`src/rtl/out_bus_arbiter.sv`:
```
// out_bus_arbiter: round-robin arbiter that hands one registered output bus to one requester at a time.
// Optional forced-revoke timeout is built only when OUT_BUS_ARBITER_TIMEOUT_EN is defined.
module out_bus_arbiter #(
  parameter int NUM_REQ  = 4,
  parameter int DATA_W   = 16,
  parameter int HOLD_MAX = 8
) (
  input  logic                      clk,
  input  logic                      reset,
  input  logic [NUM_REQ-1:0]        req,
  input  logic [NUM_REQ-1:0]        wvalid,
  input  logic [NUM_REQ*DATA_W-1:0] wdata,
  output logic [NUM_REQ-1:0]        gnt,
  output logic [2:0]                owner,
  output logic                      busy,
  output logic [DATA_W-1:0]         out1,
  output logic                      out_valid,
  output logic                      timeout
);

  localparam int IDX_W = (NUM_REQ > 2) ? $clog2(NUM_REQ) : 1;

  localparam logic [1:0] ST_IDLE  = 2'd0;
  localparam logic [1:0] ST_GRANT = 2'd1;
  localparam logic [1:0] ST_DRAIN = 2'd2;

  localparam logic [NUM_REQ-1:0] GNT_ONE  = {{(NUM_REQ-1){1'b0}}, 1'b1};
  localparam logic [NUM_REQ-1:0] GNT_NONE = {NUM_REQ{1'b0}};
  localparam logic [IDX_W-1:0]   IDX_LAST = IDX_W'(NUM_REQ - 1);
  localparam logic [IDX_W-1:0]   IDX_ZERO = {IDX_W{1'b0}};

  if (NUM_REQ < 2 || NUM_REQ > 8) begin : g_bad_num_req
    $error("out_bus_arbiter: NUM_REQ must be in 2..8");
  end
  if (HOLD_MAX < 1 || HOLD_MAX > 255) begin : g_bad_hold_max
    $error("out_bus_arbiter: HOLD_MAX must be in 1..255");
  end

  // First candidate at or above start, wrapping past the top index.
  function automatic logic [IDX_W-1:0] rr_pick(input logic [NUM_REQ-1:0] cand,
                                               input logic [IDX_W-1:0]   start);
    logic [IDX_W-1:0] pick;
    logic [IDX_W-1:0] idx;
    logic             found;
    pick  = start;
    found = 1'b0;
    for (int i = 0; i < NUM_REQ; i++) begin
      idx = IDX_W'((int'(start) + i) % NUM_REQ);
      if (!found && cand[idx]) begin
        pick  = idx;
        found = 1'b1;
      end
    end
    return pick;
  endfunction

  function automatic logic [IDX_W-1:0] next_idx(input logic [IDX_W-1:0] cur);
    return (cur == IDX_LAST) ? IDX_ZERO : cur + IDX_W'(1);
  endfunction

  logic [1:0]          state_r, state_s;
  logic [IDX_W-1:0]    rr_r, rr_s;
  logic [IDX_W-1:0]    own_r, own_s;
  logic [NUM_REQ-1:0]  gnt_r, gnt_s;
  logic                busy_r, busy_s;
  logic [DATA_W-1:0]   out1_r;
  logic                out_valid_r;
  logic                load_s;
  logic                revoke_s;
  logic                hold_hit_s;
  logic [NUM_REQ-1:0]  mask_s;
  logic [NUM_REQ-1:0]  cand_s;
  logic [DATA_W-1:0]   wd_s [NUM_REQ];

  for (genvar i = 0; i < NUM_REQ; i++) begin : g_wd
    assign wd_s[i] = wdata[i*DATA_W +: DATA_W];
  end

`ifdef OUT_BUS_ARBITER_TIMEOUT_EN
  localparam logic [7:0] HOLD_LAST = 8'(HOLD_MAX - 1);

  logic [7:0]         hold_r;
  logic [NUM_REQ-1:0] mask_r;
  logic               timeout_r;

  assign hold_hit_s = req[own_r] && (hold_r == HOLD_LAST);
  assign mask_s     = mask_r;
  assign timeout    = timeout_r;

  // Hold counter, revoke pulse, and re-request mask for revoked owners.
  always_ff @(posedge clk or negedge reset) begin
    if (!reset) begin
      hold_r    <= 8'd0;
      mask_r    <= GNT_NONE;
      timeout_r <= 1'b0;
    end else begin
      hold_r    <= (state_r == ST_GRANT) ? hold_r + 8'd1 : 8'd0;
      mask_r    <= (mask_r & req) | (revoke_s ? (GNT_ONE << own_r) : GNT_NONE);
      timeout_r <= revoke_s;
    end
  end
`else
  assign hold_hit_s = 1'b0;
  assign mask_s     = GNT_NONE;
  assign timeout    = 1'b0;
`endif

  assign cand_s = req & ~mask_s;

  // Next-state, grant selection and write-capture decision.
  always_comb begin
    state_s  = state_r;
    rr_s     = rr_r;
    own_s    = own_r;
    gnt_s    = gnt_r;
    busy_s   = busy_r;
    load_s   = 1'b0;
    revoke_s = 1'b0;
    case (state_r)
      ST_IDLE: begin
        if (|cand_s) begin
          own_s   = rr_pick(cand_s, rr_r);
          gnt_s   = GNT_ONE << own_s;
          busy_s  = 1'b1;
          state_s = ST_GRANT;
        end else begin
          state_s = ST_IDLE;
        end
      end
      ST_GRANT: begin
        revoke_s = hold_hit_s;
        // A write in the release cycle still lands; a write in the revoke cycle does not.
        load_s   = wvalid[own_r] && !hold_hit_s;
        if (!req[own_r] || hold_hit_s) begin
          gnt_s   = GNT_NONE;
          busy_s  = 1'b0;
          rr_s    = next_idx(own_r);
          state_s = ST_DRAIN;
        end else begin
          state_s = ST_GRANT;
        end
      end
      ST_DRAIN: begin
        state_s = ST_IDLE;
      end
      default: begin
        state_s = ST_IDLE;
        gnt_s   = GNT_NONE;
        busy_s  = 1'b0;
      end
    endcase
  end

  // State, grant and shared output register.
  always_ff @(posedge clk or negedge reset) begin
    if (!reset) begin
      state_r     <= ST_IDLE;
      rr_r        <= IDX_ZERO;
      own_r       <= IDX_ZERO;
      gnt_r       <= GNT_NONE;
      busy_r      <= 1'b0;
      out1_r      <= {DATA_W{1'b0}};
      out_valid_r <= 1'b0;
    end else begin
      state_r     <= state_s;
      rr_r        <= rr_s;
      own_r       <= own_s;
      gnt_r       <= gnt_s;
      busy_r      <= busy_s;
      out_valid_r <= load_s;
      if (load_s) begin
        out1_r <= wd_s[own_r];
      end
    end
  end

  assign gnt       = gnt_r;
  assign owner     = 3'(own_r);
  assign busy      = busy_r;
  assign out1      = out1_r;
  assign out_valid = out_valid_r;

endmodule

```
`config.mk`:
```
export PLATFORM = sky130hd
export DESIGN_NAME = out_bus_arbiter
export DESIGN_NICKNAME = d
export VERILOG_FILES = /design/src/rtl/out_bus_arbiter.sv
export SDC_FILE = /design/constraint.sdc
export NUM_CORES = 1
export LEC_CHECK = 0
export ABC_CLOCK_PERIOD_IN_PS = 1840
export CORE_AREA = 2 2 70 72
export DETAILED_ROUTE_END_ITERATION = 8
export DIE_AREA = 0 0 72 74
export GPL_ROUTABILITY_DRIVEN = 0
export PLACE_DENSITY = 0.86
export SYNTH_ARGS = -nofsm -noshare
export SYNTH_HDL_FRONTEND = slang
export SYNTH_SLANG_ARGS = --single-unit
```
`constraint.sdc`:
```
create_clock -name clk -period 1.84 [get_ports clk]
set_input_delay 0.276 -clock clk [delete_from_list [all_inputs] [get_ports clk]]
set_output_delay 0.276 -clock clk [all_outputs]
set_load 0.1 [all_outputs]
```
After elaboration in Yosys (flattened, before gate mapping)
Cells that the tools add are included.
{"block": "op_classes", "addsub": 4, "magnitude_cmp": 6, "eq_ne": 5, "shifts": 1, "n_mux": 40, "n_bitwise": 3, "reduce_logical": 11}
{"cell": "$bmux 16 s2", "n": 1}
{"cell": "$mux 16", "n": 2}
{"cell": "$mux 1", "n": 19}
{"cell": "$lt 2x3->1 const B", "n": 5}
{"cell": "$mux 2", "n": 7}
{"cell": "$bmux 1 s2", "n": 6}
{"cell": "$pmux 4 s3", "n": 1}
{"cell": "$mux 4", "n": 2}
{"cell": "$add 2x1->2 const B", "n": 2}
{"cell": "$add 2x2->2 const B", "n": 2}
{"cell": "$eq 2x2->1 const B", "n": 2}
{"cell": "$ne 2x2->1 const B", "n": 2}
{"cell": "$pmux 2 s2", "n": 1}
{"cell": "$reduce_and 2->1", "n": 2}
{"cell": "$reduce_or 4->1", "n": 1}
{"cell": "$shl 1x2->4 const A", "n": 1}
{"cell": "$ge 3x3->1 const B", "n": 1}
{"cell": "$logic_and 1x1->1", "n": 3}
{"cell": "$logic_not 1->1", "n": 3}
{"cell": "$not 2->3", "n": 1}
{"cell": "$pmux 1 s3", "n": 1}
{"cell": "$reduce_and 3->1", "n": 1}
{"cell": "$eq 2x1->1 const B", "n": 1}
{"cell": "$logic_not 2->1", "n": 1}
{"cell": "$not 1->1", "n": 2}
{"block": "totals", "register_bits": 28, "out_inout_bits": 26, "wordCells": 77}

Longest topological paths before layout
Gate-level depths: netlist of the first run.
{"block": "depth", "depth_word": 23, "depth_mapped": 5, "mapped_depth_nobuf": 4}

Worst setup path before layout of the first run
No wires, ideal clock.
{"block": "synth_path", "kind": "reg-to-reg", "from": "register own_r[0]", "to": "register rr_r[0]", "setup_ps": 125, "arrival_ps": 2230, "required_ps": 1715, "slack_ps": -516, "path_stages_with_launch": 5, "synth_period_minus_slack_ps": 2356, "path_cell_list": "dfrtp_1 > buf_6 > mux4_2 > nor2b_4 > mux2_4"}
{"block": "synth_between", "elab_chain_len": 4, "word_cells_on_any_way": 7, "classes_between": "add/sub: 1; eq/ne: 1; mux: 3; bitwise: 1; reduce/logical: 1"}
{"element": "from (decl)", "line_no": "63", "text": "logic [IDX_W-1:0] own_r, own_s;"}
{"element": "from (signal assigned)", "line_no": "167", "text": "own_r <= own_s;"}
{"element": "$bmux 1 s2", "line_no": "134", "text": "if (!req[own_r] || hold_hit_s) begin"}
{"element": "$mux 1 (not written as such)", "line_no": "134"}
{"element": "$not 1->1 (no source line)"}
{"element": "$reduce_and 2->1 (no source line)"}
{"element": "to (signal assigned)", "line_no": "166", "text": "rr_r <= rr_s;"}
{"element": "to (decl)", "line_no": "62", "text": "logic [IDX_W-1:0] rr_r, rr_s;"}
Several ways; a longest one is shown, not always the timed one. The select of a mux whose other input is x is not followed.
A chain may end at the register's enable or synchronous reset.

Final worst setup path of the first run
{"block": "layout_path", "from": "register own_r[0]", "to": "register out1_r[1] (netlist: out1[1])"}
{"block": "layout_between", "elab_chain_len": 4, "word_cells_on_any_way": 7, "classes_between": "mux: 6; bitwise: 1"}
{"element": "$not 2->3 (not written as such)", "line_no": "172", "text": "out1_r <= wd_s[own_r];"}
{"element": "$bmux 16 s2", "line_no": "172"}
{"element": "$mux 16 (not written as such) (2 in series)", "line_no": "172"}
{"element": "to (signal assigned)", "line_no": "162", "text": "out1_r <= {DATA_W{1'b0}};"}
{"element": "to (signal assigned)", "line_no": "172"}
{"element": "to (decl)", "line_no": "66", "text": "logic [DATA_W-1:0] out1_r;"}
Several ways; a longest one is shown, not always the timed one. The select of a mux whose other input is x is not followed.

==> results of run 1 <==
[synth_stat cells, drive strengths merged (2+ instances only)]
master and n:
mux4 18, nand2 4, o21ai 4, inv 4
dfrtp 28, nor3 2, a32o 2, mux2 19
nor2b 4, buf 6
[registers in the layout, indices dropped and copies added, names as in the netlist]
name       cells
busy           1
gnt            4
out1          16
out_valid      1
own_r          2
rr_r           2
state_r        2
[power breakdown]
group          internal [mW]  switching (mW)  leakage, nW
combinational           1.58            2.64        0.883
clock                  0.191           0.188       0.0288
sequential             0.931           0.225        0.336
total                   2.71            3.06         1.25
[cell families after synthesis]
group	Yosys count	share of synthesized area
muxes	37	0.3895
buffers and inverters	11	0.04302
and+or+nand+nor	17	0.06677
other	1	0.002223
DFF	28	0.4154
AOI/OAI and AO/OA	15	0.07568
adders and majority gates	1	0.007417
[area by class of cell]
cell class	count	area [µm²]
multi-input cells	72	955.9
repair buffers	108	1056
well taps	54	67.56
fillers	351	1740
inverters	4	15.01
flip-flops and latches	28	708.2
clock buffers	4	55.05
[final timing paths]
path | cells after the start | from | slack (ps) | endpoint
max | 4 | own_r[0] | 160 | out1[1]
min | 2 | reset | 390 | out_valid
max reg2reg | 4 | own_r[0] | 160 | out1[1]
min reg2reg | 1 | busy | 500 | busy
max in group asynchronous | 2 | reset | 1160 | own_r[1]
min in group clk | 1 | busy | 500 | busy
[metal layers]
layer,vias up,track usage,share of wire
met2,43,0.3148,0.55
met1,688,0.2054,0.38
met3,4,0.02846,0.057
li1,650,-,-
met4,0,0.05031,0.011
met5,-,0,0
[metrics by stage]
| stage | hold slack, ps | TNS (ps) | instances | util | instance area (µm²) |
|---|---|---|---|---|---|
| after global routing | 410.2 | 0 | 270 | 0.6215 | 2858 |
| after CTS | 408.4 | 0 | 270 | 0.6215 | 2858 |
| after floorplan | -19.59 | -689.7 | 111 | - | 1745 |
| final | 385.9 | 0 | 270 | 0.6215 | 2858 |
| after global placement | 468.4 | -20.73 | 266 | 0.6095 | 2803 |
| after detailed placement | 479.1 | -318.9 | 266 | 0.6095 | 2803 |
==> results by group, run 1 <==
STA
  • Period utilisation layout: 0.9157
  • RSZ-0062 raised after global routing: no
  • Final hold vios: 0
  • Max_slew headroom: 0.6592
  • Worst Max-Slew Pin Slew: around 510 ps
  • Fin crit period: 1685 ps
  • Slew Viols, Final: 0
  • Max Freq: between 500 and 600 MHz
  • Setup slack after layout: 155.2 ps
  • Final setup fails: 0
  • Fin Clk Skew: between 4 and 5 ps

Logic synthesis
  • Async SR Flop Fraction: 1.000
  • #FFs+latches synth: 28
  • Cells after Synth: between 100 and 150
  • Synth Flop Type: dfrtp_1
  • Area fraction of the dominant cell type after synthesis: 0.4154
  • Post-Syn Area: 0.001687 mm²
  • Register area share after synthesis: 0.4154
  • Yosys cell types: 37
  • Avg Synthesized Cell Area: between 15 and 20 µm²
  • Count of flip-flops with a built-in enable after synthesis: 0
  • Ranking of synthesized cells by area: dfrtp_1 (42%), mux4_2 (13%), mux4_1 (12%)
  • Yosys warning count: 0
  • Top cell type by total area after synthesis: dfrtp_1

Place
  • Post-DP HPWL: a little under 4000 µm
  • Worst Setup Slack post-DPL: -56.85 ps
  • PortBufs: 97

Global route
  • Vias in the first global route: between 1000 and 1500
  • First-pass GRT wire length: 7038 µm
  • Largest net degree at the start of global routing: 29
  • Total track usage: 0.1704
  • Grt total ovfl: 0
  • Initial antenna violation count: 0

Hold path
  • Worst Hold Class: input pin to asynchronous set/reset pin

Floorplan
  • Die Wd: roughly 72 µm
  • CORE AREA: 0.004598 mm²
  • Die area: about 0.0053 mm²
  • Die Ht: 74 µm
  • IO Pins: 100
  • Starting Density: 0.3668
  • Row cnt: 25

Worst setup path
  • Crit path max fanout: 10
  • CP Capture Type: register
  • CP Buf/Inv Count: 1
  • WS Path Type: register to register
  • Slowest cell on crit path: mux4_2
  • CP startpoint kind: register
  • Cell chain of the critical path: mux4_2 -> nand2_4 -> buf_12 -> mux2_4
  • Critical path arrival: ~1800 ps
  • Worst stage delay on the critical path: ~540 ps
  • Data required, critical path: about 2000 ps
  • CP delay by family, top: multiplexers

CTS
  • CTS clk-pin slew, worst paths: around 100 ps
  • # Post-CTS Setup Buffers: 0
  • Root Driver: clkbuf_8
  • Post-CTS Hold Fix Bufs: 0
  • CTS tree: done
  • CTS buffer count: 3
  • Longest Clk Path Bufs: 2
  • H-tree depth: 1
  • Post-CTS resize count: 0
  • CTS Sinks: 28
  • Clock Latency Late Sink: between 200 and 300 ps

Drt
  • Routed wire length: ~4700 µm
  • TritonRoute pass-1 iters: 4
  • Average wire per standard cell: between 15 and 20 µm
  • DR DRC count: 0
  • Via count: between 1000 and 1500
  • DRT iter0 DRCs: between 60 and 70
  • Routed vias/inst: roughly 5.1
  • Post-DRT Antenna Nets: 0

Pwr
  • Pleak: approximately 1.2 nW
  • Max rail drop VDD: between 0.9 and 1 mV
  • Power Density: between 2000 and 2500 mW/mm²
  • Final Power: around 5.8 mW

Outcome
  • Status: completed

Final layout
  • Commonest non-fill, non-tap cell in the layout: clkdlybuf4s50_1
  • Ant diodes: 0
  • Share of layout cells above drive strength 1: 0.3565
  • Most frequent cells in the layout: clkdlybuf4s50_1 (73), buf_4 (30), dfrtp_1 (26)
  • Layout net count: roughly 290
  • Synth-to-Final Area Change: 69.44%

Run
  • Maxcap violations: 0
Power figures use the tool's default switching activity.
==> inputs of run 2 (changes only) <==
--- a/config.mk
+++ b/config.mk
@@ -6,11 +6,12 @@
 export NUM_CORES = 1
 export LEC_CHECK = 0
 export ABC_CLOCK_PERIOD_IN_PS = 1840
-export CORE_AREA = 2 2 70 72
+export CORE_AREA = 2 2 57 59
 export DETAILED_ROUTE_END_ITERATION = 8
-export DIE_AREA = 0 0 72 74
+export DIE_AREA = 0 0 59 61
+export DONT_BUFFER_PORTS = 1
 export GPL_ROUTABILITY_DRIVEN = 0
-export PLACE_DENSITY = 0.86
+export PLACE_DENSITY = 0.79
 export SYNTH_ARGS = -nofsm -noshare
 export SYNTH_HDL_FRONTEND = slang
 export SYNTH_SLANG_ARGS = --single-unit
==> results by group, run 2 (synthesized netlist as in run 1, its figures left out) <==
Floorplan
  • IO Pins: 100 (unchanged)
  • Starting Density: 0.5712 (+0.2044)
  • Die Ht: 61 µm (-18%)
  • Die Wd: 59 µm (-18%)
  • Die area: 0.003599 mm² (-32%)
  • CORE AREA: 0.002953 mm² (-36%)
  • Row cnt: 20 (-20%)

Worst setup path
  • CP startpoint kind: register
  • CP delay by family, top: multiplexers
  • Crit path max fanout: 17 (+7)
  • Worst stage delay on the critical path: 540 ps (about the same)
  • CP Buf/Inv Count: 0 (-1)
  • Slowest cell on crit path: mux4_2
  • FF-to-FF setup slack: 90 ps (-60 ps)
  • Data required, critical path: 2060 ps (+60 ps)
  • Cell chain of the critical path: mux4_2 -> nand2_4 -> mux2_2
  • Critical path arrival: 1970 ps (+130 ps)
  • WS Path Type: register to register
  • CP Capture Type: register

Drt
  • Via count: 1101 (-21%)
  • Routed wire length: 3482 µm (-26%)
  • DR DRC count: 0 (unchanged)
  • TritonRoute pass-1 iters: 4 (unchanged)
  • Average wire per standard cell: 21.23 µm (+22%)
  • DRT iter0 DRCs: 16 (-75%)
  • Routed vias/inst: 6.713 (+31%)
  • Post-DRT Antenna Nets: 0 (unchanged)

STA
  • Fin crit period: 1746 ps (+61.61 ps)
  • Worst Max-Slew Pin Slew: 911.0 ps (+402.6 ps)
  • Period utilisation layout: 0.9491 (+0.03348)
  • Final setup fails: 0 (unchanged)
  • Max Freq: 572.6 MHz (-3.5%)
  • Max_slew headroom: 0.3927 (-0.2665)
  • Setup slack after layout: 93.57 ps (-61.61 ps)
  • Final hold vios: 0 (unchanged)
  • Fin Clk Skew: 1.056 ps (-3.296 ps)
  • Slew Viols, Final: 0 (unchanged)
  • RSZ-0062 raised after global routing: no

Final layout
  • Ant diodes: 0 (unchanged)
  • Layout net count: 207 (-29%)
  • Most frequent cells in the layout: dfrtp_1 (26), buf_4 (21), mux2_4 (11)
  • Synth-to-Final Area Change: 15.28%
  • Layout fillers: 211 (-40%)
  • Cell area after layout: 0.001944 mm² (-32%)
  • Share of layout cells above drive strength 1: 0.4885 (+0.1321)
  • Max reg flops: 16 (unchanged)
  • Commonest non-fill, non-tap cell in the layout: dfrtp_1

CTS
  • CTS buffer count: 3 (unchanged)
  • Root Driver: clkbuf_4
  • Clock Latency Late Sink: 320 ps (+50 ps)
  • Longest Clk Path Bufs: 2 (unchanged)
  • CTS Sinks: 28 (unchanged)
  • CTS tree: done
  • H-tree depth: 1 (unchanged)
  • CTS clk-pin slew, worst paths: 150 ps (+50 ps)

Place
  • PortBufs: 0 (-100%)
  • Dpl cell area: 0.001878 mm² (-33%)
  • Post-DP HPWL: 2716 µm (-30%)
  • Worst Setup Slack post-DPL: 98.49 ps (+155.3 ps)

Global route
  • First-pass GRT wire length: 5188 µm (-26%)
  • Grt total ovfl: 0 (unchanged)
  • Largest net degree at the start of global routing: 29 (unchanged)
  • Vias in the first global route: 1110 (-23%)
  • Total track usage: 0.1976 (+0.02719)
  • Initial antenna violation count: 0 (unchanged)

Run
  • Maxcap violations: 0 (unchanged)

Outcome
  • Status: completed

Hold path
  • Worst Hold Class: input pin to register
[run 2: stage by stage]
stage                     hold WS (ps)    util  instances  TNS [ps]
after CTS                        216.0  0.6585        164         0
after global routing             213.3  0.6585        164         0
after floorplan                 -19.59       -        111    -689.7
final                            225.9  0.6585        164         0
after global placement          -19.02  0.6360        158         0
after detailed placement        -19.02  0.6360        158         0
[run 2: cell type report]
cell class / instances / area, µm² / area share
flip-flops and latches: 28 / 708.2 / 0.3642
well taps: 33 / 41.29 / 0.02124
clock buffers: 4 / 36.28 / 0.01866
multi-input cells: 72 / 955.9 / 0.4916
repair buffers: 23 / 187.7 / 0.09653
inverters: 4 / 15.01 / 0.007722
[run 2: routing by layer]
| layer | share of wire | vias up | routed length, µm | GRT usage |
|---|---|---|---|---|
| li1 | - | 481 | - | - |
| met1 | 0.39 | 563 | 1372 | 0.2378 |
| met2 | 0.52 | 53 | 1826 | 0.3635 |
| met3 | 0.073 | 4 | 254 | 0.02772 |
| met4 | 0.0083 | 0 | 29 | 0.06818 |
| met5 | 0 | - | 0 | 0 |
[run 2: path summary, 6_finish.rpt]
path                            startpoint       end  cells after the start
worst min register to register        busy      busy                      1
worst max-delay path              own_r[0]   out1[5]                      3
min in group asynchronous            reset   rr_r[0]                      2
worst max register to register    own_r[0]   out1[5]                      3
worst min-delay path                req[1]    gnt[0]                      2
max in group asynchronous            reset  own_r[1]                      2
[run 2: worst reg2reg max path, stage by stage, from the launching register on]
cell	delay, ps
dfrtp_4	490
mux4_2	540
nand2_4	250
mux2_2	380
[run 2: timing repair]
item	in CTS	in global routing
gates resized for setup	0	0
endpoints found under the setup margin	0	0
setup buffers	0	0
endpoints found under the hold margin	28	0
hold buffers	2	0
Power of run 2 is not shown: default switching activity piles up to over one toggle a cycle in this logic, so the estimate is an artifact.
